## config.mk

```make
export PLATFORM = sky130hd
export DESIGN_NAME = lsu_mem_port
export DESIGN_NICKNAME = d
export VERILOG_FILES = /design/src/rtl/lsu_mem_port.sv
export SDC_FILE = /design/constraint.sdc
export NUM_CORES = 1
export LEC_CHECK = 0
export CORE_UTILIZATION = 61
export DETAILED_ROUTE_END_ITERATION = 7
export DONT_BUFFER_PORTS = 1
export HOLD_SLACK_MARGIN = 0.15
export PLACE_DENSITY = 0.87
export SKIP_CTS_REPAIR_TIMING = 1
export SLEW_MARGIN = 20
export SYNTH_ARGS = -nofsm -noshare
export SYNTH_HDL_FRONTEND = slang
export SYNTH_SLANG_ARGS = --single-unit
```

## constraint.sdc

```tcl
create_clock -name clk -period 2.4 [get_ports clk]
set_clock_uncertainty 0.05 [all_clocks]
set_input_delay 0.48 -clock clk [delete_from_list [all_inputs] [get_ports clk]]
set_output_delay 0.48 -clock clk [all_outputs]
set_load 0.1 [all_outputs]
```

## src/rtl/lsu_mem_port.sv

```systemverilog
// -----------------------------------------------------------------------------
// lsu_mem_port
// Load/store initiator between the execute stage and data_mem. Takes one
// request at a time, checks size, alignment and address range, issues a
// single-cycle access to data_mem, captures the synchronous read data and
// holds a response until the consumer takes it.
//
// Ports
//   clk, rst_n                 clock, asynchronous active-low reset
//   req_valid / req_ready      request handshake (ready only while idle)
//   req_we, req_size,          store flag, size (01 byte, 10 half, 11 word),
//   req_signed, req_addr,      sign-extend flag for loads, byte address,
//   req_wdata                  LSB-aligned store data
//   resp_valid / resp_ready    response handshake
//   resp_rdata, resp_err       load data (0 for stores/errors), error code
//   mem_en, mem_addr,          data_mem controls: {signed, write, size[1:0]},
//   mem_wdata, mem_rdata       idle when 0; address, write data, read data
// -----------------------------------------------------------------------------
module lsu_mem_port #(
   parameter logic [31:0] ADDR_LIMIT = 32'h0000_1000
) (
   input  logic        clk,
   input  logic        rst_n,
   input  logic        req_valid,
   output logic        req_ready,
   input  logic        req_we,
   input  logic [1:0]  req_size,
   input  logic        req_signed,
   input  logic [31:0] req_addr,
   input  logic [31:0] req_wdata,
   output logic        resp_valid,
   input  logic        resp_ready,
   output logic [31:0] resp_rdata,
   output logic [1:0]  resp_err,
   output logic [3:0]  mem_en,
   output logic [31:0] mem_addr,
   output logic [31:0] mem_wdata,
   input  logic [31:0] mem_rdata
);

   typedef enum logic [1:0] {
      ST_IDLE  = 2'd0,
      ST_ISSUE = 2'd1,
      ST_WAIT  = 2'd2,
      ST_RESP  = 2'd3
   } state_t;

   localparam logic [1:0] ERR_OK    = 2'b00;
   localparam logic [1:0] ERR_ALIGN = 2'b01;
   localparam logic [1:0] ERR_RANGE = 2'b10;
   localparam logic [1:0] ERR_SIZE  = 2'b11;

   state_t      r_state;
   logic        r_we;
   logic        r_resp_valid;
   logic [31:0] r_resp_rdata;
   logic [1:0]  r_resp_err;
   logic [3:0]  r_mem_en;
   logic [31:0] r_mem_addr;
   logic [31:0] r_mem_wdata;

   logic [1:0]  w_err;
   logic        w_accept;

   // Error classification of the incoming request; the first matching
   // condition wins (illegal size, then misalignment, then range).
   always_comb begin
      w_err = ERR_OK;
      if (req_size == 2'b00) begin
         w_err = ERR_SIZE;
      end else if ((req_size == 2'b10 && req_addr[0]) ||
                   (req_size == 2'b11 && req_addr[1:0] != 2'b00)) begin
         w_err = ERR_ALIGN;
      end else if (req_addr >= ADDR_LIMIT) begin
         w_err = ERR_RANGE;
      end
   end

   assign w_accept = req_valid && (r_state == ST_IDLE);

   always_ff @(posedge clk or negedge rst_n) begin
      if (!rst_n) begin
         r_state      <= ST_IDLE;
         r_we         <= 1'b0;
         r_resp_valid <= 1'b0;
         r_resp_rdata <= 32'h0;
         r_resp_err   <= ERR_OK;
         r_mem_en     <= 4'b0000;
         r_mem_addr   <= 32'h0;
         r_mem_wdata  <= 32'h0;
      end else begin
         case (r_state)
            ST_IDLE: begin
               if (w_accept) begin
                  r_we <= req_we;
                  if (w_err != ERR_OK) begin
                     // Faulting request: answer directly, never touch data_mem.
                     r_resp_valid <= 1'b1;
                     r_resp_rdata <= 32'h0;
                     r_resp_err   <= w_err;
                     r_state      <= ST_RESP;
                  end else begin
                     // Memory controls are registered here so they are
                     // present for exactly the ISSUE cycle.
                     r_mem_en    <= {req_signed & ~req_we, req_we, req_size};
                     r_mem_addr  <= req_addr;
                     r_mem_wdata <= req_wdata;
                     r_resp_err  <= ERR_OK;
                     r_state     <= ST_ISSUE;
                  end
               end
            end
            ST_ISSUE: begin
               r_mem_en <= 4'b0000;
               if (r_we) begin
                  r_resp_valid <= 1'b1;
                  r_resp_rdata <= 32'h0;
                  r_state      <= ST_RESP;
               end else begin
                  r_state <= ST_WAIT;
               end
            end
            ST_WAIT: begin
               // data_mem registered the read on the ISSUE edge; it is
               // stable on mem_rdata throughout this cycle.
               r_resp_rdata <= mem_rdata;
               r_resp_valid <= 1'b1;
               r_state      <= ST_RESP;
            end
            ST_RESP: begin
               if (resp_ready) begin
                  r_resp_valid <= 1'b0;
                  r_state      <= ST_IDLE;
               end
            end
            default: begin
               r_mem_en     <= 4'b0000;
               r_resp_valid <= 1'b0;
               r_state      <= ST_IDLE;
            end
         endcase
      end
   end

   assign req_ready  = (r_state == ST_IDLE);
   assign resp_valid = r_resp_valid;
   assign resp_rdata = r_resp_rdata;
   assign resp_err   = r_resp_err;
   assign mem_en     = r_mem_en;
   assign mem_addr   = r_mem_addr;
   assign mem_wdata  = r_mem_wdata;

endmodule

```

; ---- Word level (Yosys, flattened, before mapping)
; Index checks and enable logic that the tools add are counted.
[word_totals]
reg_bits = 106
latchBits = 0
ram_bits = 0
romBits = 0
output_inout_bits = 104
wordCells = 59
mem_count = 0
[op_classes]
n_addsub = 0
mul = 0
n_div = 0
order_cmp = 1
n_eq_ne = 10
shift = 0
mux = 21
bitwise_logic = 3
reduce_logical = 16
[ops]
columns = op, n
row1 = 32-bit two-way mux, 3
row2 = 32-bit one-hot mux with 3 select lines, 1
row3 = 32-bit by 13-bit >= comparator with 1-bit output (second input constant), 1
row4 = 2-bit two-way mux, 7
row5 = 2-bit equality test (second input constant), 4
row6 = 4-bit two-way mux, 2
row7 = 2-bit one-hot mux with 4 select lines, 1
row8 = 4-bit one-hot mux with 2 select lines, 1
row9 = 4-bit AND reduction, 2
row10 = 2-bit != test (second input constant), 3
row11 = 3-bit AND reduction, 2
row12 = 2-bit nonzero test, 3
row13 = 1-bit two-way mux, 5
row14 = 2-bit logical NOT, 2
row15 = 2-bit by 1-bit != test with 1-bit output (second input constant), 2
row16 = 1-bit one-hot mux with 4 select lines, 1
row17 = 2-bit AND reduction, 2
row18 = 1-bit logical AND, 3
row19 = 3-bit nonzero test, 1
row20 = 2-bit by 1-bit equality test with 1-bit output (second input constant), 1
row21 = 1-bit inverter, 2
row22 = 1-bit bitwise AND, 1
row23 = 1-bit logical OR, 1

; ---- Longest topological paths before layout
; Gate-level depths: netlist of run 1.
[logic_depth]
depth_word = 9
mapped_depth = 9
depth_no_buf = 7

; ---- Least setup slack after synthesis of run 1
; No wires, ideal clock.
[synth_timing]
path_type = reg-to-reg
start = register r_state[0]
end = register r_mem_addr[0], in the netlist mem_addr[0]
setup_ps = 125
arrival_time_ps = 2693
t_required_ps = 2225
setup_slack_ps = -468
path_stages_with_launch = 9
n_path_buf = 3
cell_sequence = dfrtp_1 inv_1 ha_1 buf_2 nand3_1 or4_1 buf_6 buf_12 mux2_4
[synth_between]
elab_chain_len = 3
[synth_lines]
columns = element, line_no
row1 = from (decl), 53  ; state_t r_state;
row2 = from (signal assigned), 83  ; r_state <= ST_IDLE;
row3 = from (signal assigned), 101  ; r_state <= ST_RESP;
row4 = from (signal assigned), 109  ; r_state <= ST_ISSUE;
row5 = 2-bit logical NOT *, --
row6 = net req_ready, 25  ; output logic req_ready,
row7 = 1-bit logical AND, 79  ; assign w_accept = req_valid && (r_state == ST_IDLE);
row8 = 3-bit AND reduction (no line) *, --
row9 = to (signal assigned), 106  ; r_mem_addr <= req_addr;
row10 = to (decl), 59  ; logic [31:0] r_mem_addr;
; The timed path passes the listed nets; every way through them passes the cells marked *.
; A chain may end at the register's enable or synchronous reset.

; ---- Worst setup path after layout of run 1
[layout_timing]
start = register r_state[0]
end = register r_mem_wdata[17], in the netlist mem_wdata[17]
[layout_between]
elab_chain_len = 3
[layout_lines]
columns = element, line_no
row1 = 2-bit logical NOT *, "79, 92"
row2 = 1-bit logical AND, 79
row3 = 3-bit AND reduction (no line) *, --
row4 = to (signal assigned), 107  ; r_mem_wdata <= req_wdata;
row5 = to (decl), 60  ; logic [31:0] r_mem_wdata;
; Mark *: on every way between the ends. The rest lies on a longest branch, timed or not.

==> impl_results.md, run 1 <==
* Result of the run: finished, violations left
* Violated checks: hold timing
* Die Width at 87.9 um
* Avg Cell Area, Syn at 13.4 um2
* Worst slew slack as a fraction of its limit at 0.363
* Routed via count divided by cell count at 5.41
* Instance count of the mapped netlist at 336
* Clock net sink count at 106
* Clk Tree Root Cell: sky130_fd_sc_hd__clkbuf_8
* Pwr/cell area at 1090 nW/um2
* Overall global routing resource usage at 0.241
* Die area at 7720 um2
* Synth async-reset ratio at 1.00
* Floorplan die height at 87.9 um
* Max Buffers Root-to-Sink at 2
* Register clock-pin slew on the reported worst setup and hold paths at 0.10 ns
* Starting utilization of the core area at 0.648
* Inserted Clock Buffers at 9
* Synth cell types at 28
* Max Transition Viols Final at 0
* Final Non-Filler Cells at 496
* Max_cap viols at 0
* Unrepaired setup endpoints after global routing: no
* Endpoints failing setup at 0
* Portion of synthesized cell area occupied by the leading cell type at 0.590
* Worst reg2reg startpoint: r_state[0]$_DFFE_PN0P_
* Max Clk Rate at 485 MHz
* Hold Path Class: input pin to async pin
* Most area-hungry cell type in the Yosys netlist: sky130_fd_sc_hd__dfrtp_1
* Most used standard cell by instance count after synthesis: sky130_fd_sc_hd__dfrtp_1
* Total power of the final layout at 5680 uW
* Sum of negative setup slack at 0 ns
* Detailed router's first-iteration violation count at 70
* Slew at the pin closest to its max-slew limit at 0.956 ns
* Final-stage net count at 503
* Wire length of the first global-routing pass at 13.7 mm
* Rows at 30
* Arrival time reported for the critical path endpoint at 2.25 ns
* Final GP Congestion at 0.720
* Data required, critical path at 2.59 ns
* Post-route DRC violation count at 0
* Via count of the first global-routing pass at 2,749
* Relative area change from synthesis to final layout at 15.9%
* Element type at the critical path start: flop
* Family with the most delay on the worst path: simple AND/OR/NAND/NOR gates
* Delay of the slowest cell on the worst path at 0.47 ns
* Final critical-path required period at 2.06 ns
* Buffering stage count on the worst path with inverters included at 2
* Total detailed-routing wirelength at 9.12 mm
* Number of placed instances with taps included at 480
* Leading cell types by total area after synthesis: sky130_fd_sc_hd__dfrtp_1, sky130_fd_sc_hd__mux2_4, sky130_fd_sc_hd__mux2i_1
* Diode count at 0
* Count of synthesis-stage warnings from yosys at 0
* Biggest fanout along the worst timing path at 38
* Hold violation total from the final report at 106
* Nets in the synthesized netlist at 444
* CTS tree: built
* Commonest cells in the netlist: sky130_fd_sc_hd__dfrtp_1, sky130_fd_sc_hd__mux2_4, sky130_fd_sc_hd__nand2_1, sky130_fd_sc_hd__inv_1, sky130_fd_sc_hd__mux2i_1
* Critical path's slowest cell: sky130_fd_sc_hd__or4_4
* Overall overflow remaining after global route at 0
* Port Buffers at 0
* Sequential fraction of the synthesis area at 0.590
* Count of antenna-violating nets left after detailed routing at 0
* Final worst-path cycle share at 0.859
* Number of top-level pins at 208
* Count of H-tree levels built during CTS at 3
* Series of cell instances along the critical path: inv_1 > ha_4 > nand3_1 > or4_4 > buf_12 > mux2_4
* Netlist Area Pre-Place at 4500 um2
* Critical Path Start: r_state[0]$_DFFE_PN0P_
* Post-Route Hold Slack at -0.242 ns
* Number of flops mapped to enable cells by yosys at 0
* Source-to-sink clock delay at the later pin of the worst-skew pair at 0.35 ns
* Leakage component of the power at 0.00281 uW
* Post-detailed-placement half-perimeter wirelength at 6.79 mm
* Element type at the critical path end: flop
* First-pass detailed-route iteration total at 4
* Share of post-route cells with drive strength above 1 at 0.330
* Total of flip-flops plus latches after synthesis at 106
* Vias after detailed routing at 2,681
* Worst voltage drop across the vdd grid at 0.682 mV
* Startpoint-to-endpoint class of the critical path: flop to flop
* Largest net degree at the start of global routing at 107
* WL per Instance at 18.4 um
* Most used DFF post-synth: sky130_fd_sc_hd__dfrtp_1
* Number of antenna violations at the first check in global routing at 0
* Total core area at 6940 um2
==> worst paths after layout <==
| path | slack (ns) | end | cells past startpoint |
|---|---|---|---|
| max | 0.34 | mem_wdata[17]$_DFFE_PN0P_ | 6 |
| min | -0.24 | mem_addr[25]$_DFFE_PN0P_ | 0 |
| max reg2reg | 0.34 | mem_wdata[17]$_DFFE_PN0P_ | 6 |
| min reg2reg | 0.47 | resp_valid$_DFFE_PN0P_ | 2 |
| max in group asynchronous | 2.43 | resp_rdata[9]$_DFFE_PN0P_ | 0 |
| min in group clk | 0.20 | resp_rdata[6]$_DFFE_PN0P_ | 2 |
==> cells in the final DEF, fill, tap and decap left out, types with 2 or more instances in the layout <==
cell type | synthesis | final
sky130_fd_sc_hd__nor2_1 | 4 | 4
sky130_fd_sc_hd__nor2b_1 | 2 | 2
sky130_fd_sc_hd__mux2_2 | 5 | 5
sky130_fd_sc_hd__clkinv_2 | 0 | 2
sky130_fd_sc_hd__clkinv_4 | 0 | 2
sky130_fd_sc_hd__dfrtp_1 | 106 | 106
sky130_fd_sc_hd__o21ai_0 | 7 | 7
sky130_fd_sc_hd__nor4_2 | 3 | 2
sky130_fd_sc_hd__inv_6 | 0 | 2
sky130_fd_sc_hd__buf_4 | 0 | 60
sky130_fd_sc_hd__o211ai_1 | 4 | 4
sky130_fd_sc_hd__mux2_4 | 42 | 42
sky130_fd_sc_hd__inv_1 | 35 | 35
sky130_fd_sc_hd__clkbuf_8 | 0 | 9
sky130_fd_sc_hd__and2_1 | 20 | 20
sky130_fd_sc_hd__nand2_1 | 41 | 41
sky130_fd_sc_hd__nor4_1 | 4 | 4
sky130_fd_sc_hd__ha_1 | 4 | 3
sky130_fd_sc_hd__mux2i_1 | 33 | 33
sky130_fd_sc_hd__a21oi_1 | 2 | 2
sky130_fd_sc_hd__buf_12 | 4 | 3
==> cell families (layout without fill, tap and decap cells) <==
family / count (synthesis) / in the layout / share of synthesized area
buffers and inverters: 51 / 115 / 0.0615
adders and majority gates: 4 / 4 / 0.0111
AOI/OAI and AO/OA: 16 / 16 / 0.0214
DFF: 106 / 106 / 0.590
and+or+nand+nor: 79 / 79 / 0.0899
muxes: 80 / 80 / 0.226
==> area by class of cell <==
class                   count  area (um2)
multi-input cells         179        1590
inverters                  36         135
well taps                  96         120
clock inverters             7        75.1
fillers                   446        1730
flip-flops and latches    106        2650
repair buffers             63         510
clock buffers               9         124
==> sequential cells by signal (all words and copies together) (netlist names) <==
name	count
mem_addr	32
mem_en	4
mem_wdata	32
r_state	2
r_we	1
resp_err	2
resp_rdata	32
resp_valid	1
==> worst register-to-register path, stage by stage (launching register included) <==
cell,delay (ns)
sky130_fd_sc_hd__dfrtp_1,0.44
sky130_fd_sc_hd__inv_1,0.14
sky130_fd_sc_hd__ha_4,0.22
sky130_fd_sc_hd__nand3_1,0.08
sky130_fd_sc_hd__or4_4,0.47
sky130_fd_sc_hd__buf_12,0.21
sky130_fd_sc_hd__mux2_4,0.33
==> stage by stage <==
stage	utilization	cell area, um2	setup WS, ns	hold WS [ns]
global route	0.750	5210	0.251	-0.274
floorplan	-	4510	0.0340	0.134
global placement	0.722	5010	0.152	0.136
CTS	0.750	5210	0.337	-0.264
finish	0.750	5210	0.339	-0.242
detailed placement	0.722	5010	0.132	0.136
==> layer usage <==
layer | vias to the layer above | track usage | part of all wire
met5 | - | 0 | 0
met4 | 0 | 0.0849 | 0.021
met3 | 17 | 0.0773 | 0.089
met2 | 139 | 0.438 | 0.53
met1 | 1307 | 0.263 | 0.36
li1 | 1218 | - | -
==> report_power, final <==
group          internal [uW]  switching (uW)  leakage (uW)
Sequential              1970             215       0.00145
Combinational            687            1730       0.00126
Clock                    490             589      0.000104
Total                   3150            2540       0.00281
Note: power is estimated with default switching activity, not from simulation.
==> run 2: changes to the inputs <==
--- a/config.mk
+++ b/config.mk
@@ -5,11 +5,11 @@
 export SDC_FILE = /design/constraint.sdc
 export NUM_CORES = 1
 export LEC_CHECK = 0
-export CORE_UTILIZATION = 61
+export CORE_UTILIZATION = 45
 export DETAILED_ROUTE_END_ITERATION = 7
 export DONT_BUFFER_PORTS = 1
 export HOLD_SLACK_MARGIN = 0.15
-export PLACE_DENSITY = 0.87
+export PLACE_DENSITY = 0.7
 export SKIP_CTS_REPAIR_TIMING = 1
 export SLEW_MARGIN = 20
 export SYNTH_ARGS = -nofsm -noshare
==> run 2 against run 1 <==
  * The flow still finishes with violations (hold timing)
  * Sequential power is essentially flat
  * Die area grew 35%
  * Sequential cell count unchanged
  * Register-to-register slack worse by 0.04 ns
  * Critical path depth did not move
  * Non-clock buffer count rose by 1
  * Via count down 2.7%
  * Setup slack lost 0.043 ns
  * Power is 0.92% lower
  * Global-route usage is 7.0 points lower
  * Largest power group unchanged
  * Highest routed layer unchanged
==> impl_results.md, run 2 (synthesis results as in run 1) <==
* Largest net degree at the start of global routing at 107 (unchanged)
* Part of the total power dissipated in combinational logic at 0.428 (was 0.426)
* Post-Route Hold Slack at -0.248 ns (was -0.242 ns)
* CTS tree: built (unchanged)
* Net switching power at 2500 uW (was 2540 uW)
* Biggest fanout along the worst timing path at 29 (was 38)
* Final GP Congestion at 0.753 (was 0.720)
* Switching power share of the total at 0.444 (was 0.447)
* Max Clk Rate at 475 MHz (was 485 MHz)
* Clock net sink count at 106 (unchanged)
* Count of antenna-violating nets left after detailed routing at 0 (unchanged)
* Element type at the critical path end: flop (unchanged)
* Number of antenna violations at the first check in global routing at 0 (unchanged)
* Critical path's slowest cell: sky130_fd_sc_hd__or4_4 (unchanged)
* Series of cell instances along the critical path: inv_1 > ha_4 > nand3_1 > or4_4 > buf_12 > mux2_4 (unchanged)
* Post-placement cell area at 5060 um2 (was 5010 um2)
* Total power of the final layout at 5630 uW (was 5680 uW)
* Delay of the slowest cell on the worst path at 0.53 ns (was 0.47 ns)
* Worst slew slack as a fraction of its limit at 0.374 (was 0.363)
* Rows at 36 (was 30)
* Endpoints failing setup at 0 (unchanged)
* Result of the run: finished, violations left (unchanged)
* Vias after detailed routing at 2,609 (was 2,681)
* Leakage component of the power at 0.00280 uW (was 0.00281 uW)
* Most utilized layer in the global route result: met2 (unchanged)
* Starting utilization of the core area at 0.462 (was 0.648)
* Via count of the first global-routing pass at 2,600 (was 2,749)
* Detailed router's first-iteration violation count at 57 (was 70)
* Routed via count divided by cell count at 4.89 (was 5.41)
* Violated checks: hold timing (unchanged)
* Area of all placed cells without fillers at 5250 um2 (was 5210 um2)
* Wire length of the first global-routing pass at 13.4 mm (was 13.7 mm)
* Max Buffers Root-to-Sink at 2 (unchanged)
* Clk Tree Root Cell: sky130_fd_sc_hd__clkbuf_8 (unchanged)
* Total core area at 9730 um2 (was 6940 um2)
* Most common cell after layout, fill and taps aside: sky130_fd_sc_hd__dfrtp_1 (unchanged)
* Share of post-route cells with drive strength above 1 at 0.328 (was 0.330)
* Clock power frac at 0.186 (was 0.190)
* Cell-internal power at 3130 uW (was 3150 uW)
* Met3 demand-to-capacity share in global routing at 0.0479 (was 0.0773)
* Portion of total power attributed to sequential cells at 0.386 (was 0.384)
* Number of top-level pins at 208 (unchanged)
* Overall overflow remaining after global route at 0 (unchanged)
* Sum of negative setup slack at 0 ns (unchanged)
* Post-detailed-placement half-perimeter wirelength at 6.56 mm (was 6.79 mm)
* Overall global routing resource usage at 0.170 (was 0.241)
* Data required, critical path at 2.59 ns (about the same)
* Arrival time reported for the critical path endpoint at 2.29 ns (was 2.25 ns)
* Final critical-path setup slack at 0.296 ns (was 0.339 ns)
* Register clock-pin slew on the reported worst setup and hold paths at 0.10 ns (about the same)
* Pwr/cell area at 1070 nW/um2 (was 1090 nW/um2)
* Final-stage net count at 504 (was 503)
* Final critical-path required period at 2.10 ns (was 2.06 ns)
* First-pass detailed-route iteration total at 4 (unchanged)
* Source-to-sink clock delay at the later pin of the worst-skew pair at 0.35 ns (about the same)
* Hold Path Class: input pin to async pin (unchanged)
* Met2 layer usage reported by global route at 0.290 (was 0.438)
* WL per Instance at 17.0 um (was 18.4 um)
* Die Width at 102 um (was 87.9 um)
* Startpoint-to-endpoint class of the critical path: flop to flop (unchanged)
* Count of H-tree levels built during CTS at 3 (unchanged)
* Worst voltage drop across the vdd grid at 0.582 mV (was 0.682 mV)
* Final Non-Filler Cells at 533 (was 496)
* Slew at the pin closest to its max-slew limit at 0.939 ns (was 0.956 ns)
* Total detailed-routing wirelength at 9.06 mm (was 9.12 mm)
* Number of placed instances with taps included at 518 (was 480)
* Worst setup slack before clock tree synthesis at 0.127 ns (was 0.132 ns)
* Hold violation total from the final report at 106 (unchanged)
* Max_cap viols at 0 (unchanged)
* Final worst-path cycle share at 0.877 (was 0.859)
* GR Layer Usage met1 at 0.199 (was 0.263)
* Max Transition Viols Final at 0 (unchanged)
* Port Buffers at 0 (unchanged)
* Unrepaired setup endpoints after global routing: no (unchanged)
* Floorplan die height at 102 um (was 87.9 um)
* Element type at the critical path start: flop (unchanged)
* Commonest non-fill, non-tap cells in the layout: sky130_fd_sc_hd__dfrtp_1, sky130_fd_sc_hd__buf_4, sky130_fd_sc_hd__mux2_4 (unchanged)
* Filler cells at 845 (was 446)
* Die area at 10,400 um2 (was 7720 um2)
* Post-route DRC violation count at 0 (unchanged)
* Inserted Clock Buffers at 9 (unchanged)
* R2R setup slack at 0.30 ns (was 0.34 ns)
* Relative area change from synthesis to final layout at 16.7% (was 15.9%)
* Diode count at 0 (unchanged)
-- run 2: changes by cell type in the layout (fill, tap and decap cells not counted) --
| cell | previous run | this run |
|---|---|---|
| sky130_fd_sc_hd__buf_4 | 60 | 61 |
| sky130_fd_sc_hd__clkbuf_1 | 0 | 1 |
| sky130_fd_sc_hd__clkinv_4 | 2 | 1 |
| sky130_fd_sc_hd__clkinvlp_4 | 0 | 1 |
| sky130_fd_sc_hd__inv_6 | 2 | 0 |
-- run 2: worst paths after layout --
check / start / endpoint / depth (start not counted)
max reg2reg: r_state[0]$_DFFE_PN0P_ / mem_wdata[9]$_DFFE_PN0P_ / 6
min in group clk: mem_rdata[22] / resp_rdata[22]$_DFFE_PN0P_ / 2
max: r_state[0]$_DFFE_PN0P_ / mem_wdata[9]$_DFFE_PN0P_ / 6
max in group asynchronous: rst_n / mem_wdata[9]$_DFFE_PN0P_ / 0
min: rst_n / resp_rdata[12]$_DFFE_PN0P_ / 0
min reg2reg: resp_rdata[29]$_DFFE_PN0P_ / resp_rdata[29]$_DFFE_PN0P_ / 2
-- run 2: power groups by stage --
stage	combinational, uW	clock [uW]	sequential [uW]
3_5_place_dp	2420	0	2210
3_3_place_gp	2380	0	2200
5_1_grt	2550	1160	2190
4_1_cts	2430	1090	2170
2_1_floorplan	979	0	3180
6_report	2410	1050	2170
-- run 2: area by class of cell --
cell class                 count  area [um2]  area share
sequential                   106        2650       0.505
timing repair buffer          64         518      0.0987
inverter                      36         135      0.0257
clock inverter                 5        56.3      0.0107
tap                          133         166      0.0317
multi-input combinational    179        1590       0.303
clock buffer                  10         128      0.0243
-- run 2: metal layers --
layer,vias to the layer above,routed length [um]
li1,1214,-
met1,1259,3580
met2,123,4580
met3,13,699
met4,0,195
met5,-,0
-- run 2: critical path, delay by kind of cell (launching register included) --
family | cells | cell delay (ns)
buf+inv | 2 | 0.38
mux | 1 | 0.32
simple gates | 2 | 0.60
fa+ha+maj | 1 | 0.17
flops | 1 | 0.45
-- run 2: stage by stage --
stage	hold WS, ns	utilization
global route	-0.272	0.539
floorplan	0.134	-
finish	-0.248	0.539
CTS	-0.264	0.539
global placement	0.136	0.521
detailed placement	0.136	0.521
==> run 3: changes to the inputs <==
--- a/config.mk
+++ b/config.mk
@@ -5,6 +5,7 @@
 export SDC_FILE = /design/constraint.sdc
 export NUM_CORES = 1
 export LEC_CHECK = 0
+export CORE_MARGIN = 4
 export CORE_UTILIZATION = 45
 export DETAILED_ROUTE_END_ITERATION = 7
 export DONT_BUFFER_PORTS = 1
==> run 3 against run 2 <==
  * The flow still finishes with violations (hold timing)
  * Die area is 12% higher
  * Sequential power barely moved
  * Largest power group unchanged
  * Setup slack got worse by 0.036 ns
  * Final area did not move
  * Clock power rose by 6%
  * Global-route usage shrank 1.2 points
==> impl_results.md, run 3 (synthesis results as in run 1) <==
* Series of cell instances along the critical path: inv_1 > ha_4 > nand3_1 > or4_4 > buf_12 > mux2_4 (unchanged)
* Hold violation total from the final report at 106 (unchanged)
* Max Transition Viols Final at 0 (unchanged)
* Number of top-level pins at 208 (unchanged)
* Critical path's slowest cell: sky130_fd_sc_hd__dfrtp_1 (was sky130_fd_sc_hd__or4_4)
* Final critical-path required period at 2.14 ns (was 2.10 ns)
* Worst slew slack as a fraction of its limit at 0.379 (was 0.374)
* Number of antenna violations at the first check in global routing at 0 (unchanged)
* Final GP Congestion at 0.761 (was 0.753)
* Vias after detailed routing at 2,585 (was 2,609)
* Post-detailed-placement half-perimeter wirelength at 6.85 mm (was 6.56 mm)
* Post-Route Hold Slack at -0.248 ns (about the same)
* Count of antenna-violating nets left after detailed routing at 0 (unchanged)
* Sum of negative setup slack at 0 ns (unchanged)
* Violated checks: hold timing (unchanged)
* Overall overflow remaining after global route at 0 (unchanged)
* Die Width at 108 um (was 102 um)
* Clk Tree Root Cell: sky130_fd_sc_hd__clkbuf_8 (unchanged)
* Delay of the slowest cell on the worst path at 0.45 ns (was 0.53 ns)
* Port Buffers at 0 (unchanged)
* Total detailed-routing wirelength at 9.40 mm (was 9.06 mm)
* Clock net sink count at 106 (unchanged)
* Via count of the first global-routing pass at 2,715 (was 2,600)
* Startpoint-to-endpoint class of the critical path: flop to flop (unchanged)
* Total core area at 9770 um2 (was 9730 um2)
* Hold Path Class: input pin to async pin (unchanged)
* Core utilization of the finished layout at 0.537 (was 0.539)
* Slew at the pin closest to its max-slew limit at 0.931 ns (was 0.939 ns)
* Post-route DRC violation count at 0 (unchanged)
* Arrival time reported for the critical path endpoint at 2.33 ns (was 2.29 ns)
* Starting utilization of the core area at 0.460 (was 0.462)
* Register clock-pin slew on the reported worst setup and hold paths at 0.10 ns (about the same)
* Element type at the critical path start: flop (unchanged)
* Max Buffers Root-to-Sink at 2 (unchanged)
* Count of H-tree levels built during CTS at 3 (unchanged)
* Diode count at 0 (unchanged)
* Pwr/cell area at 1090 nW/um2 (was 1070 nW/um2)
* Most common cell after layout, fill and taps aside: sky130_fd_sc_hd__dfrtp_1 (unchanged)
* R2R setup slack at 0.26 ns (was 0.30 ns)
* Die area at 11,700 um2 (was 10,400 um2)
* Rows at 36 (unchanged)
* Biggest fanout along the worst timing path at 72 (was 29)
* Final-stage net count at 503 (was 504)
* Floorplan die height at 108 um (was 102 um)
* Overall global routing resource usage at 0.158 (was 0.170)
* Unrepaired setup endpoints after global routing: no (unchanged)
* Inserted Clock Buffers at 9 (unchanged)
* Element type at the critical path end: flop (unchanged)
* WL per Instance at 17.6 um (was 17.0 um)
* Data required, critical path at 2.59 ns (about the same)
* Result of the run: finished, violations left (unchanged)
* Share of post-route cells with drive strength above 1 at 0.328 (unchanged)
* Largest net degree at the start of global routing at 107 (unchanged)
* Worst voltage drop across the vdd grid at 0.626 mV (was 0.582 mV)
* Detailed router's first-iteration violation count at 108 (was 57)
* CTS tree: built (unchanged)
* Max_cap viols at 0 (unchanged)
* Relative area change from synthesis to final layout at 16.7% (unchanged)
* Routed via count divided by cell count at 4.85 (was 4.89)
* Source-to-sink clock delay at the later pin of the worst-skew pair at 0.35 ns (about the same)
* Commonest non-fill, non-tap cells in the layout: sky130_fd_sc_hd__dfrtp_1, sky130_fd_sc_hd__buf_4, sky130_fd_sc_hd__mux2_4 (unchanged)
* Final worst-path cycle share at 0.892 (was 0.877)
* Max Clk Rate at 467 MHz (was 475 MHz)
* Leakage component of the power at 0.00279 uW (was 0.00280 uW)
* Endpoints failing setup at 0 (unchanged)
* First-pass detailed-route iteration total at 4 (unchanged)
* Wire length of the first global-routing pass at 14.2 mm (was 13.4 mm)
[run 3: cell count changes in the layout (fill, tap and decap cells not counted)]
cell                         before  now
sky130_fd_sc_hd__inv_6            0    1
sky130_fd_sc_hd__clkbuf_8         9   10
sky130_fd_sc_hd__clkinv_2         2    0
sky130_fd_sc_hd__clkinvlp_4       1    2
sky130_fd_sc_hd__buf_12           3    2
[run 3: path summary, 6_finish.rpt]
| check | startpoint | endpoint | depth (start not counted) |
|---|---|---|---|
| min | rst_n | resp_rdata[0]$_DFFE_PN0P_ | 0 |
| min reg2reg | resp_rdata[26]$_DFFE_PN0P_ | resp_rdata[26]$_DFFE_PN0P_ | 2 |
| max in group asynchronous | rst_n | mem_addr[31]$_DFFE_PN0P_ | 0 |
| min in group clk | mem_rdata[7] | resp_rdata[7]$_DFFE_PN0P_ | 2 |
| max reg2reg | r_state[0]$_DFFE_PN0P_ | mem_addr[11]$_DFFE_PN0P_ | 6 |
| max | r_state[0]$_DFFE_PN0P_ | mem_addr[11]$_DFFE_PN0P_ | 6 |
[run 3: critical path: cells and delay by family (launching register included)]
kind                     cells  cell delay, ns
flip-flops                   1            0.45
multiplexers                 1            0.35
buffers and inverters        2            0.37
AND/OR/NAND/NOR              2            0.51
adder cells (fa/ha/maj)      1            0.23
[run 3: metal layers]
| layer | track usage | vias up | share of wire | wire length, um |
|---|---|---|---|---|
| li1 | - | 1211 | - | - |
| met1 | 0.192 | 1247 | 0.39 | 3690 |
| met2 | 0.260 | 115 | 0.50 | 4660 |
| met3 | 0.0591 | 12 | 0.094 | 882 |
| met4 | 0.0568 | 0 | 0.018 | 166 |
| met5 | 0 | - | 0 | 0 |
[run 3: area by class of cell]
class                      instances  area, um2
sequential                       106       2650
clock buffer                      11        141
tap                              133        166
multi-input combinational        179       1590
inverter                          36        135
timing repair buffer              63        498
clock inverter                     5       62.6
fill                             847       4530
[run 3: power breakdown]
part / switching [uW] / internal [uW] / total (uW) / leakage, uW
registers: 204 / 1970 / 2170 / 0.00145
clock network: 592 / 517 / 1110 / 0.0000962
logic: 1740 / 691 / 2430 / 0.00125
total: 2530 / 3180 / 5710 / 0.00279
[run 3: through the flow]
stage / worst slack, ns / hold WS, ns / total power (uW) / instances / cell area, um2
6_report: 0.259 / -0.248 / 5710 / 533 / 5250
5_1_grt: 0.173 / -0.285 / 6000 / 533 / 5250
3_5_place_dp: 0.154 / 0.136 / 4650 / 517 / 5040
4_1_cts: 0.263 / -0.272 / 5770 / 533 / 5250
2_1_floorplan: 0.0340 / 0.134 / 4150 / 336 / 4510
3_3_place_gp: 0.165 / 0.137 / 4590 / 517 / 5040
